$ cat config.mk
export PLATFORM = sky130hd
export DESIGN_NAME = branch_res_handler
export DESIGN_NICKNAME = d
export VERILOG_FILES = /design/src/rtl/branch_res_handler_pkg.sv /design/src/rtl/branch_res_handler_bht_table.sv /design/src/rtl/branch_res_handler.sv
export SDC_FILE = /design/constraint.sdc
export NUM_CORES = 1
export LEC_CHECK = 0
export CAP_MARGIN = 20
export CORE_MARGIN = 1.5
export CORE_UTILIZATION = 40
export DETAILED_ROUTE_END_ITERATION = 7
export GPL_TIMING_DRIVEN = 0
export SYNTH_ARGS = -nofsm -noshare
export SYNTH_HDL_FRONTEND = slang
export SYNTH_HIERARCHICAL = 1
export SYNTH_SLANG_ARGS = --single-unit
export TNS_END_PERCENT = 10
$ cat constraint.sdc
create_clock -name clk_i -period 8.55 [get_ports clk_i]
set_input_delay 1.2825 -clock clk_i [delete_from_list [all_inputs] [get_ports clk_i]]
set_output_delay 1.2825 -clock clk_i [all_outputs]
set_load 0.01 [all_outputs]
$ cat src/rtl/branch_res_handler_pkg.sv
// Shared types for the branch resolution handler: the resolution stream
// from the branch unit, BHT counter type/constants and the FSM state enum.
package branch_res_handler_pkg;

   localparam int XLEN = 32;

   typedef struct packed {
      logic            valid;
      logic            taken;
      logic            mispredict;
      logic [XLEN-1:0] pc;
      logic [XLEN-1:0] target;
   } resolution_t;

   typedef logic [1:0] bht_ctr_t;

   localparam bht_ctr_t BHT_CTR_INIT = 2'b01;
   localparam bht_ctr_t BHT_CTR_MAX  = 2'b11;

   typedef enum logic [1:0] {
      INIT,
      IDLE,
      UPDATE
   } bht_state_t;

   // Saturating 2-bit counter step; never wraps past 0 or BHT_CTR_MAX.
   function automatic bht_ctr_t bht_ctr_next(input bht_ctr_t ctr, input logic taken);
      bht_ctr_t nxt;
      nxt = ctr;
      if (taken) begin
         if (ctr != BHT_CTR_MAX) nxt = ctr + bht_ctr_t'(1);
      end else begin
         if (ctr != bht_ctr_t'(0)) nxt = ctr - bht_ctr_t'(1);
      end
      return nxt;
   endfunction

endpackage

$ cat src/rtl/branch_res_handler_bht_table.sv
// Branch history table: flop array of 2-bit saturating counters with one
// combinational read port and one read-modify-write port. The write port
// either stores the init value (table sweep) or applies a training step.
module bht_table
   import branch_res_handler_pkg::*;
#(
   parameter int       IDX_W    = 6,
   parameter bht_ctr_t CNT_INIT = BHT_CTR_INIT
) (
   input  logic             clk_i,
   input  logic             rst_n_i,
   input  logic [IDX_W-1:0] rd_idx_i,
   output bht_ctr_t         rd_ctr_o,
   input  logic             wr_en_i,
   input  logic             wr_init_i,
   input  logic [IDX_W-1:0] wr_idx_i,
   input  logic             wr_taken_i
);

   localparam int NUM_ENT = 1 << IDX_W;

   bht_ctr_t mem_q [NUM_ENT];

   // Counter storage: cleared on reset, written by init sweep or training.
   always_ff @(posedge clk_i or negedge rst_n_i) begin
      if (!rst_n_i) begin
         for (int i = 0; i < NUM_ENT; i++) mem_q[i] <= '0;
      end else if (wr_en_i) begin
         mem_q[wr_idx_i] <= wr_init_i ? CNT_INIT : bht_ctr_next(mem_q[wr_idx_i], wr_taken_i);
      end
   end

   assign rd_ctr_o = mem_q[rd_idx_i];

endmodule

$ cat src/rtl/branch_res_handler.sv
// Fetch-side consumer of branch resolutions: registered flush/redirect on
// mispredict, one-entry pending buffer feeding BHT training, and a
// saturating count of training updates lost while the buffer was busy.
//
//   state  | meaning
//   INIT   | sweeping the table with the init value, one entry per cycle
//   IDLE   | waiting for a buffered training update
//   UPDATE | applying the buffered update to its counter
module branch_res_handler
   import branch_res_handler_pkg::*;
#(
   parameter int       IDX_W    = 6,
   parameter bht_ctr_t CNT_INIT = BHT_CTR_INIT,
   parameter int       DROP_W   = 8
) (
   input  logic              clk_i,
   input  logic              rst_n_i,
   input  resolution_t       res_i,
   input  logic [XLEN-1:0]   pred_pc_i,
   output logic              pred_taken_o,
   output logic              flush_o,
   output logic [XLEN-1:0]   redirect_pc_o,
   output logic              init_done_o,
   output logic [DROP_W-1:0] drop_cnt_o
);

   bht_state_t        state_q;
   logic [IDX_W-1:0]  idx_q;
   logic              init_done_q;
   logic              pend_vld_q;
   logic [IDX_W-1:0]  pend_idx_q;
   logic              pend_taken_q;
   logic [DROP_W-1:0] drop_q;
   logic              flush_q;
   logic              flush_d;
   logic [XLEN-1:0]   redir_q;
   logic [XLEN-1:0]   redir_d;
   logic              drain;
   logic              capture;
   logic              drop;
   bht_ctr_t          rd_ctr;
   logic              unused_bits;

   // The buffer empties whenever UPDATE consumes it, so a new resolution
   // arriving that same cycle can take its place without being lost.
   assign drain   = (state_q == UPDATE);
   assign capture = res_i.valid & (~pend_vld_q | drain);
   assign drop    = res_i.valid & pend_vld_q & ~drain;

   // Redirect target, derived directly from the resolution stream.
   always_comb begin
      flush_d = res_i.valid & res_i.mispredict;
      redir_d = '0;
      if (flush_d) redir_d = res_i.taken ? res_i.target : res_i.pc + XLEN'(4);
   end

   // Flush pulse and redirect PC, registered for one cycle.
   always_ff @(posedge clk_i or negedge rst_n_i) begin
      if (!rst_n_i) begin
         flush_q <= 1'b0;
         redir_q <= '0;
      end else begin
         flush_q <= flush_d;
         redir_q <= redir_d;
      end
   end

   // Single-entry training buffer.
   always_ff @(posedge clk_i or negedge rst_n_i) begin
      if (!rst_n_i) begin
         pend_vld_q   <= 1'b0;
         pend_idx_q   <= '0;
         pend_taken_q <= 1'b0;
      end else if (capture) begin
         pend_vld_q   <= 1'b1;
         pend_idx_q   <= res_i.pc[IDX_W+1:2];
         pend_taken_q <= res_i.taken;
      end else if (drain) begin
         pend_vld_q   <= 1'b0;
      end
   end

   // Saturating count of training updates lost to a full buffer.
   always_ff @(posedge clk_i or negedge rst_n_i) begin
      if (!rst_n_i) begin
         drop_q <= '0;
      end else if (drop && (drop_q != {DROP_W{1'b1}})) begin
         drop_q <= drop_q + DROP_W'(1);
      end
   end

   // Table sweep and training sequencer.
   always_ff @(posedge clk_i or negedge rst_n_i) begin
      if (!rst_n_i) begin
         state_q     <= INIT;
         idx_q       <= '0;
         init_done_q <= 1'b0;
      end else begin
         unique case (state_q)
            INIT: begin
               idx_q <= idx_q + IDX_W'(1);
               if (idx_q == {IDX_W{1'b1}}) begin
                  state_q     <= IDLE;
                  init_done_q <= 1'b1;
               end
            end
            IDLE: begin
               if (pend_vld_q) state_q <= UPDATE;
            end
            UPDATE: begin
               state_q <= capture ? UPDATE : IDLE;
            end
            default: state_q <= INIT;
         endcase
      end
   end

   bht_table #(
      .IDX_W    (IDX_W),
      .CNT_INIT (CNT_INIT)
   ) u_bht (
      .clk_i      (clk_i),
      .rst_n_i    (rst_n_i),
      .rd_idx_i   (pred_pc_i[IDX_W+1:2]),
      .rd_ctr_o   (rd_ctr),
      .wr_en_i    ((state_q == INIT) | drain),
      .wr_init_i  (state_q == INIT),
      .wr_idx_i   ((state_q == INIT) ? idx_q : pend_idx_q),
      .wr_taken_i (pend_taken_q)
   );

   assign unused_bits = ^{pred_pc_i[XLEN-1:IDX_W+2], pred_pc_i[1:0],
                          res_i.pc[XLEN-1:IDX_W+2], res_i.pc[1:0], rd_ctr[0]};

   assign pred_taken_o  = init_done_q & rd_ctr[1];
   assign flush_o       = flush_q;
   assign redirect_pc_o = redir_q;
   assign init_done_o   = init_done_q;
   assign drop_cnt_o    = drop_q;

endmodule
# Yosys cells after proc, flatten, opt, wreduce, memory -nomap -nowiden

Index checks and enable logic that the tools add are counted.

Register bits: 186
Input port bits: 101
Output and inout bits: 43
Logic and storage cells: 129

Add/sub/neg operators: 5
$lt $le $gt $ge: 3
Eq/ne operators: 7
Muxes and demuxes: 23
Bitwise gates (word level): 11
Reduce and logical (&&, ||, !) cells: 7

Operators by type and width:

| operator              | count |
|---|---|
| $bwmux 128            | 1 |
| $mux 32               | 2 |
| $add 32x3->32 const B | 1 |
| $mux 2                | 13 |
| $bmux 2 s6            | 2 |
| $ge 7x7->1 const B    | 2 |
| $not 6->7             | 2 |
| $demux 2 s6           | 1 |
| $add 8x1->8 const B   | 1 |
| $ne 8x8->1 const B    | 1 |
| $lt 7x1->1 const B    | 1 |
| $add 6x1->6 const B   | 1 |
| $eq 6x6->1 const B    | 1 |
| $mux 6                | 1 |
| $ne 2x2->1 const B    | 3 |
| $pmux 2 s3            | 1 |
| $and 1x1->1           | 5 |
| $reduce_and 2->1      | 2 |
| $reduce_bool 2->1     | 2 |
| $add 2x1->2 const B   | 1 |
| $eq 2x1->1 const B    | 1 |
| $eq 2x2->1 const B    | 1 |
| $logic_and 1x1->1     | 2 |
| $logic_not 2->1       | 1 |
| other kinds (4)       | 7 |

# Longest topological paths before layout

Depth in word-level cells: 12
Gate-level depth with buffers: 15
Depth with buffers taken out: 9

# Hierarchy

The synthesis kept the hierarchy.

Modules (own cells, without submodules):

| module             | times used | cells each | area an instance (um^2) |
|---|---|---|---|
| bht_table          | 1          | 778        | 7702.4 |
| branch_res_handler | 1          | 309        | 3031.7 |

# Worst setup path before layout

OpenSTA, ideal clock, no wires.

Path kind: in2out
Start: input pred_pc_i[2]
End: output pred_taken_o
Arrival: 3.678 ns
Slack: 3.589 ns
Cell stages on the path: 6
Buffers on the path: 2
Path through: clkbuf_1 -> buf_1 -> mux4_2 -> mux4_2 -> mux4_2 -> and2_1

Longest elaborated chain between the ends: 5

Ends and longest elaborated chain:

| element                                   | line                               | RTL |
|---|---|---|
| from (decl)                               | branch_res_handler.sv:19           | `input logic [XLEN-1:0] pred_pc_i,` |
| $not 6->7 (implied by the code)           | branch_res_handler_bht_table.sv:33 | `assign rd_ctr_o = mem_q[rd_idx_i];` |
| $bmux 2 s6                                | branch_res_handler_bht_table.sv:33 |  |
| $mux 2 (implied by the code) (2 in a row) | branch_res_handler_bht_table.sv:33 |  |
| via rd_ctr[1]                             | branch_res_handler.sv:41           | `bht_ctr_t rd_ctr;` |
| $and 1x1->1                               | branch_res_handler.sv:135          | `assign pred_taken_o = init_done_q & rd_ctr[1];` |
| to (decl)                                 | branch_res_handler.sv:20           | `output logic pred_taken_o,` |

The timed path passes the listed nets, and every way through them passes these cells. The select of a mux whose other input is x is not followed.

# Worst setup path in the final report

Start: input pred_pc_i[3]
End: output pred_taken_o

The elaborated chain is that of the path after synthesis.

==> flow_summary.json <==
{
  "clock-sinks": 186,
  "grt_start_max_net_pins": 112,
  "synth_area_um2": 10300,
  "postRouteAntennaNets": 0,
  "timing.rr.start": "state_q[0]$_DFFE_PN0P_",
  "syn2layout_area_growth_pct": 21.6,
  "cts_max_path_buffers": 2,
  "hold_buffers": 0,
  "synth.avg_cell_area_um2": 9.63,
  "clk_latency_ps": 440,
  "fillers": 2332,
  "outcome": "completed",
  "maxSlewViolCount": 0,
  "fin_crit_ps": 5650,
  "dieArea_um2": 26600,
  "sw_frac_of_total": 0.261,
  "syn_inst": 1066,
  "pwr-share-seq": 0.472,
  "hold_path.class": "reg2reg",
  "overflow": 0,
  "num_vias": 9190,
  "fmax_ghz": 0.177,
  "min_path_cells": 1,
  "endpoint_kind": "primary output",
  "required_ps": 7270,
  "routedWlPerCell_um": 22.5,
  "diodes": 0,
  "core_area_um2": 25200,
  "cp_slowest_cell": "clkdlybuf4s50_1",
  "rows": 58,
  "htreeDepth": 4,
  "period_share": 0.660,
  "crit_family": "buffers and inverters",
  "drive_gt1_frac": 0.124,
  "relSlewSlack": 0.154,
  "cts_tree": "done",
  "internal-power_mw": 1.45,
  "p_leak_nw": 4.72,
  "hp-start": "init_done_o$_DFFE_PN0P_",
  "min_delay_worst_endpoint": "init_done_o$_DFFE_PN0P_",
  "start_kind": "primary input",
  "drtPass1Iterations": 8,
  "register_area_um2": 4650,
  "max_stage_delay_ps": 600,
  "worstPathBufferInverterCount": 3,
  "critical_path_class": "in2out",
  "worst_r2r_path_depth": 11,
  "gp_congestion": 0.925,
  "post_cts_buffers": 0,
  "rrSetupSlack_ps": 3450,
  "drt_iter0_drc": 1087,
  "multiInputGateArea_um2": 5140,
  "total_power_mw": 1.96,
  "clkPwrFrac": 0.431,
  "vias_per_cell": 5.96,
  "dpl.hpwl_um": 24000,
  "numCtsBuffers": 17,
  "rsz0062_at_grt": "false",
  "die_x_um": 163,
  "finalSetupViolCount": 0,
  "grt_pass1_wl_um": 52900,
  "cts_resized": 0,
  "grt_pass1_vias": 9094,
  "start_util": 0.407,
  "power_density_nw_per_um2": 157,
  "ios": 144,
  "die_h_um": 163,
  "max_cap_viol_count": 0,
  "crit_arrival_ps": 4360,
  "synth_nets": 1170,
  "cts_root_buffer": "clkbuf_16",
  "yosys_warnings": 6,
  "p_comb_frac": 0.097,
  "groute.usage.overall": 0.265,
  "clk_pin_slew_ps": 70,
  "nNetsFinal": 1304,
  "cp_common_cell": "mux4_2",
  "drc": 0,
  "skew_ps": 20.6,
  "power.switching_uw": 513,
  "hold_viol": 0,
  "final_util": 0.496,
  "antenna_found_initial": 0,
  "cp_max_fo": 5,
  "postRouteWirelength_um": 34800,
  "peakVddDrop_v": 0.000122,
  "port_buffers": 113,
  "path_cells": "clkdlybuf4s50_1 -> clkbuf_1 -> mux4_2 -> mux4_2 -> mux4_2 -> and2_1 -> clkdlybuf4s50_1",
  "worst_pin_slew_ps": 1260,
  "reg2reg_to": "u_bht/mem_q[23]$_DFFE_PN0P_"
}
-- power by group through the flow --
stage / registers [mW] / clock network [mW] / logic, mW
finish: 0.926 / 0.846 / 0.191
CTS: 0.926 / 0.863 / 0.193
detailed placement: 0.943 / 0 / 0.192
global placement: 0.944 / 0 / 0.188
global route: 0.929 / 0.897 / 0.209
floorplan: 0.951 / 0 / 0.0565
-- worst max path at each step --
| stage | startpoint | endpoint | slack [ps] | depth (start not counted) |
|---|---|---|---|---|
| after floorplan | pred_pc_i[2] | pred_taken_o | 3910 | 6 |
| after global placement | rst_n_i | u_bht/mem_q[84]$_DFFE_PN0P_ | -1690 | 1 |
| after detailed placement | pred_pc_i[3] | pred_taken_o | 2890 | 7 |
| after CTS | pred_pc_i[3] | pred_taken_o | 2890 | 7 |
| after global routing | pred_pc_i[2] | pred_taken_o | 2820 | 7 |
| final | pred_pc_i[3] | pred_taken_o | 2900 | 7 |
-- sequential cells by signal (all words and copies together) (netlist names) --
register       cells
redirect_pc_o     32
pend_taken_q       1
pend_vld_q         1
u_bht/mem_q      128
pend_idx_q         6
state_q            2
idx_q              6
flush_o            1
init_done_o        1
drop_cnt_o         8
-- through the flow --
stage | setup WS (ps) | instance area, um2 | TNS [ps] | hold WS, ps | instances
6_report | 2900 | 12500 | 0 | 487 | 1543
5_1_grt | 2820 | 12500 | 0 | 519 | 1543
4_1_cts | 2890 | 12500 | 0 | 494 | 1542
3_5_place_dp | 2890 | 11800 | 0 | 475 | 1510
3_3_place_gp | -1690 | 11800 | -311160 | 476 | 1509
2_1_floorplan | 3910 | 10300 | 0 | 457 | 1066
-- cell type report --
type / count / area share
Clock inverter: 15 / 0.0160
Inverter: 12 / 0.00361
Buffer: 92 / 0.0343
Clock buffer: 17 / 0.0341
Sequential cell: 186 / 0.373
Timing Repair Buffer: 115 / 0.0938
Tap cell: 330 / 0.0331
Multi-Input combinational cell: 776 / 0.412
-- placed cells by master (no fill, tap or decap), types with 7 or more instances in the layout --
master / n
mux4_2: 36
xor2_1: 12
nand4_1: 9
clkbuf_1: 57
buf_1: 7
a31oi_1: 12
and3_1: 8
clkbuf_16: 17
mux2_2: 30
nand3_1: 20
inv_1: 11
or4_1: 9
dfrtp_1: 186
a21oi_2: 10
nor3_1: 14
o31ai_1: 71
xnor2_1: 11
buf_2: 18
a21oi_1: 133
o21ai_0: 26
mux2i_1: 14
nand2_1: 162
clkdlybuf4s50_1: 112
nor2_1: 91
nand2b_1: 9
nor4_1: 8
-- routing by layer --
metal / up-vias / wire length [um] / global-route usage
met5: - / 0 / 0
li1: 4171 / - / -
met4: 0 / 1440 / 0.132
met2: 526 / 15700 / 0.410
met3: 93 / 3280 / 0.0559
met1: 4400 / 14400 / 0.352
(Power assumes the default switching activity.)
